**config.mk**
```make
export PLATFORM = sky130hd
export DESIGN_NAME = fde_sequencer
export DESIGN_NICKNAME = d
export VERILOG_FILES = /design/src/rtl/fde_sequencer_pkg.sv /design/src/rtl/fde_sequencer_opdecode.sv /design/src/rtl/fde_sequencer.sv
export SDC_FILE = /design/constraint.sdc
export NUM_CORES = 1
export LEC_CHECK = 0
export BUFFER_PORTS_ARGS = -buffer_cell sky130_fd_sc_hd__buf_2
export CAP_MARGIN = 20
export CELL_PAD_IN_SITES_DETAIL_PLACEMENT = 0
export CELL_PAD_IN_SITES_GLOBAL_PLACEMENT = 1
export CORE_MARGIN = 2
export CORE_UTILIZATION = 30
export CTS_BUF_LIST = sky130_fd_sc_hd__clkbuf_2 sky130_fd_sc_hd__clkbuf_4 sky130_fd_sc_hd__clkbuf_8
export DETAILED_ROUTE_END_ITERATION = 10
export PLACE_DENSITY_LB_ADDON = 0.1
export SYNTH_ARGS = -nofsm -noshare
export SYNTH_HDL_FRONTEND = slang
export SYNTH_HIERARCHICAL = 1
export SYNTH_SLANG_ARGS = --single-unit
```
**constraint.sdc**
```tcl
create_clock -name clk -period 3.95 [get_ports clk]
set_input_delay 0.79 -clock clk [delete_from_list [all_inputs] [get_ports clk]]
set_output_delay 0.79 -clock clk [all_outputs]
set_load 0.1 [all_outputs]
```
**src/rtl/fde_sequencer_pkg.sv**
```systemverilog
// Shared definitions for the fetch/decode/execute sequencer: state encoding,
// major-byte opcodes, top-nibble classes and decode enable-vector layout.
package fde_sequencer_pkg;

    typedef enum logic [2:0] {
        ST_FETCH   = 3'd0,
        ST_DECODE  = 3'd1,
        ST_EXECUTE = 3'd2,
        ST_COMMIT  = 3'd3,
        ST_HALT    = 3'd4
    } state_t;

    // Major-byte opcodes that drive datapath enables during DECODE
    localparam logic [7:0] OP_ALU_RD      = 8'h22;
    localparam logic [7:0] OP_RAM_RD      = 8'h42;
    localparam logic [7:0] OP_RAM_WR      = 8'h41;
    localparam logic [7:0] OP_ROM_TO_RAM  = 8'h31;
    localparam logic [7:0] OP_RAM_TO_ALU  = 8'h92;
    localparam logic [7:0] OP_ALU_TO_RAM  = 8'h91;

    // Top-nibble instruction classes
    localparam logic [3:0] NIB_ALU     = 4'h1;  // visits EXECUTE, writes ALU
    localparam logic [3:0] NIB_JMP_RAM = 4'h7;  // COMMIT reads RAM, waits on memory
    localparam logic [3:0] NIB_RSVD    = 4'hF;  // legal no-operation class

    // Bit positions inside the decode enable vector
    localparam int EN_W      = 5;
    localparam int EN_ROM_RD = 0;
    localparam int EN_ALU_RD = 1;
    localparam int EN_ALU_WR = 2;
    localparam int EN_RAM_RD = 3;
    localparam int EN_RAM_WR = 4;

endpackage

```
**src/rtl/fde_sequencer_opdecode.sv**
```systemverilog
// Purely combinational instruction classifier: maps the top byte of the
// instruction register to DECODE-phase enables and instruction-class flags.
module fde_opdecode
    import fde_sequencer_pkg::*;
#(
    parameter int DATA_WIDTH = 16
) (
    input  logic [DATA_WIDTH-1:0] ir,
    output logic [EN_W-1:0]       en,
    output logic                  is_alu,
    output logic                  is_jmp_ram,
    output logic                  is_halt,
    output logic                  is_illegal
);

    logic [7:0] major;
    logic [3:0] nibble;
    logic       in_table;

    assign major  = ir[DATA_WIDTH-1 -: 8];
    assign nibble = major[7:4];

    // Table lookup of the major byte; anything unlisted enables nothing
    always_comb begin
        en       = '0;
        in_table = 1'b1;
        case (major)
            OP_ALU_RD:     en[EN_ALU_RD] = 1'b1;
            OP_RAM_RD:     en[EN_RAM_RD] = 1'b1;
            OP_RAM_WR:     en[EN_RAM_WR] = 1'b1;
            OP_ROM_TO_RAM: begin
                en[EN_ROM_RD] = 1'b1;
                en[EN_RAM_WR] = 1'b1;
            end
            OP_RAM_TO_ALU: begin
                en[EN_RAM_RD] = 1'b1;
                en[EN_ALU_WR] = 1'b1;
            end
            OP_ALU_TO_RAM: begin
                en[EN_ALU_RD] = 1'b1;
                en[EN_RAM_WR] = 1'b1;
            end
            default:       in_table = 1'b0;
        endcase
    end

    assign is_halt    = (ir == '0);
    assign is_alu     = (nibble == NIB_ALU);
    assign is_jmp_ram = (nibble == NIB_JMP_RAM);
    // Only a non-zero word that matches neither the table nor a known class
    assign is_illegal = !is_halt && !in_table && (nibble != NIB_ALU) &&
                        (nibble != NIB_JMP_RAM) && (nibble != NIB_RSVD);

endmodule

```
**src/rtl/fde_sequencer.sv**
```systemverilog
// Fetch/decode/execute/commit control sequencer. Walks each instruction
// through its phases, stalls on memory handshakes, counts retired
// instructions and parks in HALT on an all-zero instruction word.
module fde_sequencer
    import fde_sequencer_pkg::*;
#(
    parameter int DATA_WIDTH = 16,
    parameter int CNT_WIDTH  = 32,
    parameter int SKIP_IDLE  = 1
) (
    input  logic                  clk,
    input  logic                  reset_n,
    input  logic                  run,
    input  logic                  step,
    input  logic                  mem_ready,
    input  logic [DATA_WIDTH-1:0] opcode,
    output logic                  pc_read_en,
    output logic                  rom_en,
    output logic                  rom_read_data_en,
    output logic                  alu_read_en,
    output logic                  alu_write_en,
    output logic                  ram_read_en,
    output logic                  ram_write_en,
    output logic                  pc_en,
    output logic [2:0]            state,
    output logic                  halted,
    output logic                  illegal_op,
    output logic [CNT_WIDTH-1:0]  instr_count
);

    state_t                state_q, state_d;
    logic [DATA_WIDTH-1:0] ir_q;
    logic [CNT_WIDTH-1:0]  instr_count_q;
    logic                  step_pending_q;
    logic                  illegal_q;
    logic                  halted_q;

    logic [EN_W-1:0]       dec_en;
    logic                  dec_alu, dec_jmp_ram, dec_halt, dec_illegal;
    logic                  dec_ram_wait;
    logic                  armed;
    logic                  fetch_take;
    logic                  commit_done;

    logic pc_read_c, rom_c, rom_rd_c, alu_rd_c, alu_wr_c, ram_rd_c, ram_wr_c, pc_en_c;

    fde_opdecode #(
        .DATA_WIDTH (DATA_WIDTH)
    ) u_opdecode (
        .ir         (ir_q),
        .en         (dec_en),
        .is_alu     (dec_alu),
        .is_jmp_ram (dec_jmp_ram),
        .is_halt    (dec_halt),
        .is_illegal (dec_illegal)
    );

    assign armed        = run | step_pending_q;
    assign dec_ram_wait = dec_en[EN_RAM_RD] | dec_en[EN_RAM_WR];
    assign fetch_take   = (state_q == ST_FETCH) && armed && mem_ready;
    assign commit_done  = (state_q == ST_COMMIT) && (!dec_jmp_ram || mem_ready);

    // State register plus the registered status/bookkeeping outputs
    always_ff @(posedge clk or negedge reset_n) begin
        if (!reset_n) begin
            state_q        <= ST_FETCH;
            ir_q           <= '0;
            instr_count_q  <= '0;
            step_pending_q <= 1'b0;
            illegal_q      <= 1'b0;
            halted_q       <= 1'b0;
        end else begin
            state_q  <= state_d;
            halted_q <= (state_d == ST_HALT);
            if (fetch_take) begin
                ir_q <= opcode;
            end
            // A fetch consumes the pending step; further steps collapse into one
            if (fetch_take) begin
                step_pending_q <= 1'b0;
            end else if (step && (state_q != ST_HALT)) begin
                step_pending_q <= 1'b1;
            end
            if ((state_q == ST_DECODE) && dec_illegal) begin
                illegal_q <= 1'b1;
            end
            if (commit_done && (instr_count_q != {CNT_WIDTH{1'b1}})) begin
                instr_count_q <= instr_count_q + CNT_WIDTH'(1);
            end
        end
    end

    // Next-state selection
    always_comb begin
        state_d = state_q;
        case (state_q)
            ST_FETCH: begin
                if (fetch_take) begin
                    state_d = ST_DECODE;
                end
            end
            ST_DECODE: begin
                if (dec_halt) begin
                    state_d = ST_HALT;
                end else if (!dec_ram_wait || mem_ready) begin
                    state_d = (dec_alu || (SKIP_IDLE == 0)) ? ST_EXECUTE : ST_COMMIT;
                end
            end
            ST_EXECUTE: state_d = ST_COMMIT;
            ST_COMMIT: begin
                if (commit_done) begin
                    state_d = ST_FETCH;
                end
            end
            ST_HALT:    state_d = ST_HALT;
            default:    state_d = ST_FETCH;
        endcase
    end

    // Datapath enables decoded from the current phase and instruction
    always_comb begin
        pc_read_c = 1'b0;
        rom_c     = 1'b0;
        rom_rd_c  = 1'b0;
        alu_rd_c  = 1'b0;
        alu_wr_c  = 1'b0;
        ram_rd_c  = 1'b0;
        ram_wr_c  = 1'b0;
        pc_en_c   = 1'b0;
        case (state_q)
            ST_FETCH: begin
                pc_read_c = armed;
                rom_c     = armed;
            end
            ST_DECODE: begin
                rom_rd_c = dec_en[EN_ROM_RD];
                alu_rd_c = dec_en[EN_ALU_RD];
                alu_wr_c = dec_en[EN_ALU_WR];
                ram_rd_c = dec_en[EN_RAM_RD];
                ram_wr_c = dec_en[EN_RAM_WR];
            end
            ST_EXECUTE: alu_wr_c = dec_alu;
            ST_COMMIT: begin
                pc_en_c  = 1'b1;
                ram_rd_c = dec_jmp_ram;
            end
            default: ;
        endcase
    end

    // Reset must silence the enables immediately, even with run held high
    assign pc_read_en       = reset_n & pc_read_c;
    assign rom_en           = reset_n & rom_c;
    assign rom_read_data_en = reset_n & rom_rd_c;
    assign alu_read_en      = reset_n & alu_rd_c;
    assign alu_write_en     = reset_n & alu_wr_c;
    assign ram_read_en      = reset_n & ram_rd_c;
    assign ram_write_en     = reset_n & ram_wr_c;
    assign pc_en            = reset_n & pc_en_c;

    assign state       = state_q;
    assign halted      = halted_q;
    assign illegal_op  = illegal_q;
    assign instr_count = instr_count_q;

endmodule

```
# == Word-level counts from Yosys, hierarchy flattened ==
# Index checks and enable logic that the tools add are counted.
# W data, S select, Z words.
# totals
ff_bits,54
elab_cells,78
out_inout_bits,45
# op_classes
n_addsub,1
reduce_logical,23
muxes,21
n_eq_ne,18
n_bitwise,9
# op_table
operator,n
$add A32 B1 Y32 const B,1
$ne A32 B32 Y1 const B,1
$eq A8 B6 Y1 const B,2
$eq A8 B7 Y1 const B,2
$eq A8 B8 Y1 const B,2
$logic_not A16 Y1,1
$pmux W3 S5,1
$mux W1,14
$mux W3,4
$logic_and A1 B1 Y1,10
$and A1 B1 Y1,7
$eq A3 B2 Y1 const B,2
$eq A3 B3 Y1 const B,2
$reduce_or A6 Y1,1
$eq A4 B1 Y1 const B,1
$eq A4 B3 Y1 const B,1
$logic_not A1 Y1,4
$ne A4 B1 Y1 const B,1
$ne A4 B3 Y1 const B,1
$ne A4 B4 Y1 const B,1
$pmux W1 S2,2
$reduce_or A2 Y1,2
$eq A3 B1 Y1 const B,1
$logic_not A3 Y1,1
other kinds (5),7

# == Depth between registers and ports, before layout ==
# Gate-level depths: netlist (run 1).
# logic_depth
word_depth,10
mapped_depth,9
depth_no_buf,8

# == Modules after synthesis ==
# The synthesis (run 1) kept the hierarchy.
# modules_own_cells
module,n_inst,cells_each,area_each_um2,seq_area_each_um2
fde_sequencer,1,226,2602.5,1351.3
fde_opdecode,1,35,234.0,0.0

# == Worst setup path before layout (run 1) ==
# OpenSTA, ideal clock, no wires.
# synth_path
kind,reg2out
from,register state_q[1] (netlist: state[1])
to,output ram_read_en
arrival_ps,3553
path_slack_ps,-393
stages_incl_launch_ff,5
required_ps,3160
cell_sequence,dfrtp_1 > buf_4 > nand2_2 > nor2_1 > a22o_1
# synth_between
elab_chain_len,3
word_cells_on_any_way,4
# synth_lines
item,line,source
start: declaration,fde_sequencer.sv:31,"state_t state_q, state_d;"
start signal: assignment,fde_sequencer.sv:73,state_q <= state_d;
$eq A3 B2 Y1 / $eq A3 B1 Y1 (equally long branches),fde_sequencer.sv:130,case (state_q)
$pmux W1 S2 (*),fde_sequencer.sv:130,
$and A1 B1 Y1 (*),fde_sequencer.sv:157,assign ram_read_en = reset_n & ram_rd_c;
end: declaration,fde_sequencer.sv:22,"output logic ram_read_en,"
# Mark *: on every way between the ends. The rest lies on a longest branch, timed or not.

# == Worst setup path in the final report (run 1) ==
# layout_path
from,register ir_q[9]
to,output alu_read_en
# layout_between
elab_chain_len,5
word_cells_on_any_way,6
# layout_lines
item,line,source
start: declaration,fde_sequencer.sv:32,logic [DATA_WIDTH-1:0] ir_q;
start signal: assignment,fde_sequencer.sv:76,ir_q <= opcode;
$eq A8 B6 Y1 / $eq A8 B8 Y1 (equally long branches),fde_sequencer_opdecode.sv:27,case (major)
$reduce_or A2 Y1 (no source line) (*),--,
$mux W1 (*),fde_sequencer_opdecode.sv:27,
net dec_en[1],fde_sequencer.sv:38,logic [EN_W-1:0] dec_en;
$mux W1 (*),fde_sequencer.sv:130,
$and A1 B1 Y1 (*),fde_sequencer.sv:155,assign alu_read_en = reset_n & alu_rd_c;
end: declaration,fde_sequencer.sv:20,"output logic alu_read_en,"
# Mark *: on every way through the listed nets, which the timed path passes. The rest lies on a longest branch.

==> flow_metrics.py, run 1 <==
metrics = {
    "outcome": {
        "status": "complete, no violations",
    },
    "synthesis": {
        "seq_area_frac_synth": 0.476,
        "yosysWarnings": 6,
        "yosys.area.top_type": "dfrtp_1",
        "synth_area_leaders": "dfrtp_1 (48%), mux2_2 (7.5%), xnor2_1 (4.6%)",
        "ys_types": 54,
        "syn_inst": 261,
        "avgSynthCellArea_um2": 10.9,
        "syn_nets": 283,
        "yosys.area.top_type_share": 0.476,
        "synth_edf_count": 0,
        "synth-seq-cells": 54,
        "syn_area_um2": 2840,
        "synth_ff_type": "dfrtp_1",
        "ys_async_sr_fraction": 1.00,
    },
    "worst_setup_path": {
        "r2r_start": "ir_q[15]",
        "crit_buf_inv": 1,
        "slowest_delay_ns": 0.59,
        "path_depth": 5,
        "r2r_cells": 7,
        "r2r_slack_ns": 1.55,
        "required_ns": 3.16,
        "cp-end-kind": "primary output",
        "path_delay_family": "simple AND/OR/NAND/NOR gates",
        "r2r-end": "instr_count[7]",
        "critical_path.max_fanout": 5,
        "cpMaxStageDelayCell": "or4b_4",
        "worstPathArrival_ns": 2.31,
        "cp-start-kind": "flop",
        "critical_path_class": "reg2out",
        "path_cells": "or4b_4 > or2_1 > a21oi_2 > and2_1 > buf_2",
    },
    "timing": {
        "setup_viol": 0,
        "rsz0062_at_grt": "no",
        "clock.fmax_mhz": 323,
        "tns_ns": 0,
        "slew_headroom": 0.351,
        "period_share": 0.784,
        "clock_skew_ns": 0.00799,
        "finalHoldViolCount": 0,
        "worst_pin_slew_ns": 0.972,
        "period_needed_ns": 3.10,
        "hold_ws_ns": 0.476,
        "maxSlewViolCount": 0,
    },
    "placed_design": {
        "portBuffers": 65,
        "gp_congestion": 0.778,
        "dpl-instance-area_um2": 3260,
        "hpwl_um": 4660,
    },
    "final_layout": {
        "design_area_um2": 3350,
        "syn_to_final_growth_pct": 18.2,
        "utilization": 0.365,
        "nets": 345,
        "layout-drive-gt1-share": 0.358,
        "n_antenna_cell": 0,
    },
    "floorplanning": {
        "die_area_um2": 10200,
        "pin_count": 66,
        "chipWidth_um": 101,
        "rows": 35,
        "coreArea_um2": 9200,
        "die_h_um": 101,
        "start_util": 0.308,
    },
    "drt": {
        "wl_met1_um": 3360,
        "top_layer": "met4",
        "routed_via_density": 5.00,
        "remaining_drc_errors": 0,
        "wl_met2_um": 2920,
        "vias": 2174,
        "routed_wl_um": 6610,
        "drt-initial-drc-count": 49,
        "drtPass1Iterations": 4,
        "route.met3.wl_um": 245,
        "post_drt_wl_per_cell_um": 15.2,
        "ant_nets": 0,
    },
    "min_path": {
        "hold_end": "illegal_op",
        "hold_class": "reg2reg",
        "hold_depth": 1,
        "hold_start": "illegal_op",
    },
    "global_routing": {
        "grt_max_degree": 55,
        "antenna_found_initial": 0,
        "track_usage": 0.133,
        "grt_pass1_wl_um": 10700,
        "gr-total-overflow": 0,
        "grt_pass1_vias": 2069,
    },
    "clock_tree": {
        "cts_root_buffer": "clkbuf_8",
        "clk_latency_ns": 0.31,
        "htreeDepth": 2,
        "cts.sinks": 54,
        "tritoncts": "done",
        "cts_hold_buf": 0,
        "cts-resized-gates": 0,
        "cts_buffer_depth": 2,
        "path_clk_slew_ns": 0.11,
        "cts_inserted_buffers": 5,
        "cts_setup_buffers": 0,
    },
    "power_and_ir_drop": {
        "power_density_nw_per_um2": 627,
        "max-vdd-ir-drop_uv": 478,
        "leakage_uw": 0.00147,
        "p_total_uw": 2100,
    },
    "run": {
        "drv_cap": 0,
    },
}
[cell usage in the layout, fill, tap and decap left out, types with 3 or more instances in the layout]
cell type  synthesis  routed
nor2_1            17      16
xor2_1            14      14
nand4_1           10      10
buf_2              2      65
or3_1              4       4
nor3_1            14      14
xnor2_1           15      15
nand3b_1           3       3
mux2_2            19      19
nand3_1           13      13
nand2_1           21      21
inv_1              6       6
and4_1             4       4
nor4_1             5       5
clkbuf_8           0       5
dfrtp_1           54      54
and2_1             3       3
nor3_2             3       3
[cells by family after synthesis]
family | after synthesis | synth area share
AND/OR/NAND/NOR | 122 | 0.265
flip-flops | 54 | 0.476
XOR/XNOR | 30 | 0.0953
adder cells (fa/ha/maj) | 1 | 0.00441
buffers and inverters | 18 | 0.0326
multiplexers | 19 | 0.0754
AO/OA/AOI/OAI | 17 | 0.0507
[worst max-delay path by stage]
stage	start	endpoint
finish	ir_q[9]	alu_read_en
global route	ir_q[9]	alu_read_en
CTS	ir_q[9]	alu_read_en
detailed placement	ir_q[9]	alu_read_en
global placement	ir_q[9]	alu_read_en
floorplan	state[1]	rom_en
[sequential cells by signal, indices dropped and copies added, names as in the netlist]
signal,cells
instr_count,32
ir_q,16
state,3
halted,1
illegal_op,1
step_pending_q,1
[metrics by stage]
stage	setup WS (ns)	instances
2_1_floorplan	0.0829	261
3_3_place_gp	1.24	427
3_5_place_dp	1.21	427
4_1_cts	0.828	435
5_1_grt	0.765	435
6_report	0.853	435
[final cells by class]
type / instances / area (µm²)
inverter: 6 / 22.5
clock inverter: 3 / 25.0
sequential: 54 / 1350
fill: 953 / 5840
multi-input combinational: 189 / 1410
clock buffer: 5 / 68.8
timing repair buffer: 67 / 340
tap: 111 / 139
[routing by layer]
metal  GRT usage  vias up
li1            -     1058
met1       0.189     1060
met2       0.203       50
met3      0.0269        6
met4      0.0405        0
met5           0        -
[report_power, final]
part / leakage, µW / internal (µW) / total, µW / switching [µW]
registers: 0.000656 / 685 / 861 / 176
logic: 0.000770 / 268 / 913 / 645
clock network: 0.0000447 / 129 / 329 / 200
total: 0.00147 / 1080 / 2100 / 1020
[synthesized netlist by cell type (2+ instances only)]
cell and n:
a22oi_1 2, nand4b_1 2, buf_4 2, nand2_1 21
inv_1 6, buf_6 2, clkbuf_1 6, and4_1 4
mux2_2 19, nor3_1 14, nor4_1 5, and4_4 2
nor3_2 3, nand4_1 10, and3_1 2, a21oi_1 2
or2b_1 2, o21ai_0 2, nor4_2 2, and2_1 3
xnor2_1 15, buf_2 2, nor3b_1 2, nand3b_1 3
or3_1 4, nand3_1 13, o21bai_1 2, xor2_1 14
dfrtp_1 54, nor2_1 17
No activity file was read; power rests on OpenSTA's default activity.
==> inputs of run 2 (changes only) <==
- ABC_AREA: default -> 1
- clock period: 3.95 -> 2.55 ns (I/O delays scaled with it)
==> run 2 against run 1 <==
Compared with the run above: worst setup slack got worse by 0.52 ns; combinational power rose by 70%; critical path type unchanged; critical path depth rose by 3; clock-buffer cell count did not move; cell area rose by 24%.
==> flow_metrics.py, run 2 <==
metrics = {
    "outcome": {
        "status": "complete, no violations",
    },
    "timing": {
        "rsz0062_at_grt": "no",
        "period_share": 0.868,
        "clock_skew_ns": 0.0196,
        "finalHoldViolCount": 0,
        "setup_viol": 0,
        "worst_pin_slew_ns": 0.643,
        "clock.fmax_mhz": 452,
        "period_needed_ns": 2.21,
        "slew_headroom": 0.571,
        "maxSlewViolCount": 0,
    },
    "global_routing": {
        "antenna_found_initial": 0,
        "grt_pass1_wl_um": 16300,
        "grt_max_degree": 49,
        "gr-total-overflow": 0,
        "track_usage": 0.165,
        "grt_pass1_vias": 3241,
    },
    "drt": {
        "routed_via_density": 4.55,
        "drt-initial-drc-count": 140,
        "vias": 3346,
        "ant_nets": 0,
        "remaining_drc_errors": 0,
        "drtPass1Iterations": 4,
        "routed_wl_um": 9740,
        "post_drt_wl_per_cell_um": 13.2,
    },
    "final_layout": {
        "largest_reg_flops": 32,
        "nets": 614,
        "final_common_cell": "nand2_1",
        "layout-drive-gt1-share": 0.181,
        "final_cell_mix": "nand2_1 (250), nor2_1 (67), buf_2 (57)",
        "regArea_um2": 1360,
        "final_cell_count_no_fill": 735,
        "syn_to_final_growth_pct": 21.4,
        "fillCellCount": 1263,
        "multi_input_area_um2": 1860,
        "n_antenna_cell": 0,
    },
    "floorplanning": {
        "rows": 39,
        "coreArea_um2": 11300,
        "die_area_um2": 12300,
        "pin_count": 66,
        "chipWidth_um": 111,
        "die_h_um": 111,
        "start_util": 0.304,
    },
    "placed_design": {
        "dp.cells": 728,
        "gp_congestion": 0.846,
        "hpwl_um": 7310,
        "portBuffers": 65,
    },
    "worst_setup_path": {
        "crit_start": "ir_q[11]",
        "critical_path_class": "reg2out",
        "worstPathArrival_ns": 1.70,
        "r2r-end": "instr_count[26]",
        "r2r_cells": 10,
        "r2r_start": "instr_count[0]",
        "cp-start-kind": "flop",
        "cp-end-kind": "primary output",
        "critical_path.max_fanout": 3,
        "r2r_slack_ns": 0.57,
        "required_ns": 2.04,
    },
    "synthesis": {
        "ys_async_sr_fraction": 1.00,
        "synth_most_common_cell": "nand2_1",
        "syn_inst": 525,
        "syn_nets": 547,
        "syn_area_um2": 3420,
        "synth_common_cells": "nand2_1 (250), nor2_1 (71), dfrtp_1 (54)",
        "yosys.area.top_type": "dfrtp_1",
        "synth-seq-cells": 54,
        "avgSynthCellArea_um2": 6.52,
        "yosysWarnings": 6,
        "yosys.area.top_type_share": 0.395,
        "seq_area_frac_synth": 0.395,
        "synth_edf_count": 0,
        "ys_types": 32,
        "synth_area_leaders": "dfrtp_1 (39%), nand2_1 (27%), nor2_1 (7.8%)",
        "synth_ff_type": "dfrtp_1",
    },
    "clock_tree": {
        "cts_buffer_depth": 2,
        "cts_setup_buffers": 0,
        "htreeDepth": 2,
        "cts_hold_buf": 0,
        "cts_root_buffer": "clkbuf_8",
        "clk_latency_ns": 0.33,
        "tritoncts": "done",
        "cts-resized-gates": 0,
        "cts_inserted_buffers": 5,
        "cts.sinks": 54,
        "path_clk_slew_ns": 0.10,
    },
    "power_and_ir_drop": {
        "leakage_uw": 0.00216,
        "power_density_nw_per_um2": 789,
        "p_total_uw": 3280,
        "max-vdd-ir-drop_uv": 400,
    },
    "run": {
        "drv_cap": 0,
    },
    "min_path": {
        "hold_class": "in2async",
    },
}
run 2: changes by cell type in the layout (fill, tap and decap cells not counted), moves of 6 or more:
cell,delta
nand2_1,+229
nor2_1,+51
inv_1,+42
nand3_1,+26
mux2_2,-19
nor3_1,-11
xor2_1,-9
buf_12,+8
buf_2,-8
xnor2_1,-8
nand4_1,-6
run 2: kinds of logic (layout without fill, tap and decap cells):
kind of cell | count (synthesis) | after routing | share of synthesized area
simple gates | 384 | 384 | 0.467
fa+ha+maj | 1 | 1 | 0.00365
compound gates | 13 | 13 | 0.0263
xor+xnor | 12 | 12 | 0.0307
buf+inv | 61 | 128 | 0.0782
flops | 54 | 54 | 0.395
run 2: stage by stage:
stage | TNS [ns] | hold WS, ns | utilization | cell area, µm² | worst slack (ns)
final | 0 | 0.0428 | 0.369 | 4160 | 0.338
after CTS | 0 | 0.0311 | 0.369 | 4160 | 0.277
after floorplan | -0.207 | 0.214 | - | 3490 | -0.126
after detailed placement | 0 | 0.395 | 0.361 | 4070 | 0.537
after global routing | 0 | 0.0368 | 0.369 | 4160 | 0.118
after global placement | 0 | 0.394 | 0.361 | 4070 | 0.533
run 2: how the worst max path moves through the flow:
| stage | to | slack [ns] |
|---|---|---|
| floorplan | ram_read_en | -0.13 |
| global placement | ram_read_en | 0.53 |
| detailed placement | ram_read_en | 0.54 |
| CTS | alu_write_en | 0.28 |
| global route | alu_write_en | 0.12 |
| finish | alu_write_en | 0.34 |
run 2: critical path, cell delays in order (launching register included):
cell	delay, ns
dfrtp_1	0.40
nor2_2	0.13
inv_1	0.08
nor2_1	0.18
nand2_1	0.08
inv_1	0.06
nand2_1	0.08
a21oi_4	0.18
buf_12	0.19
run 2: area by class of cell:
cell class                 count  share of cell area
timing repair buffer          70               0.116
inverter                      51              0.0467
multi-input combinational    410               0.447
clock inverter                 2             0.00361
sequential                    54               0.327
clock buffer                   5              0.0166
tap                          143              0.0430
run 2: per-layer routing:
layer | vias to the layer above | routed length, µm | global-route usage
met2 | 65 | 4780 | 0.295
met1 | 1537 | 4420 | 0.201
met5 | - | 0 | 0
met3 | 11 | 359 | 0.0273
met4 | 0 | 177 | 0.0558
li1 | 1733 | - | -
run 2: power breakdown:
group / internal [µW] / switching [µW]
Combinational: 394 / 1150
Sequential: 1040 / 181
Clock: 189 / 326
Total: 1620 / 1660
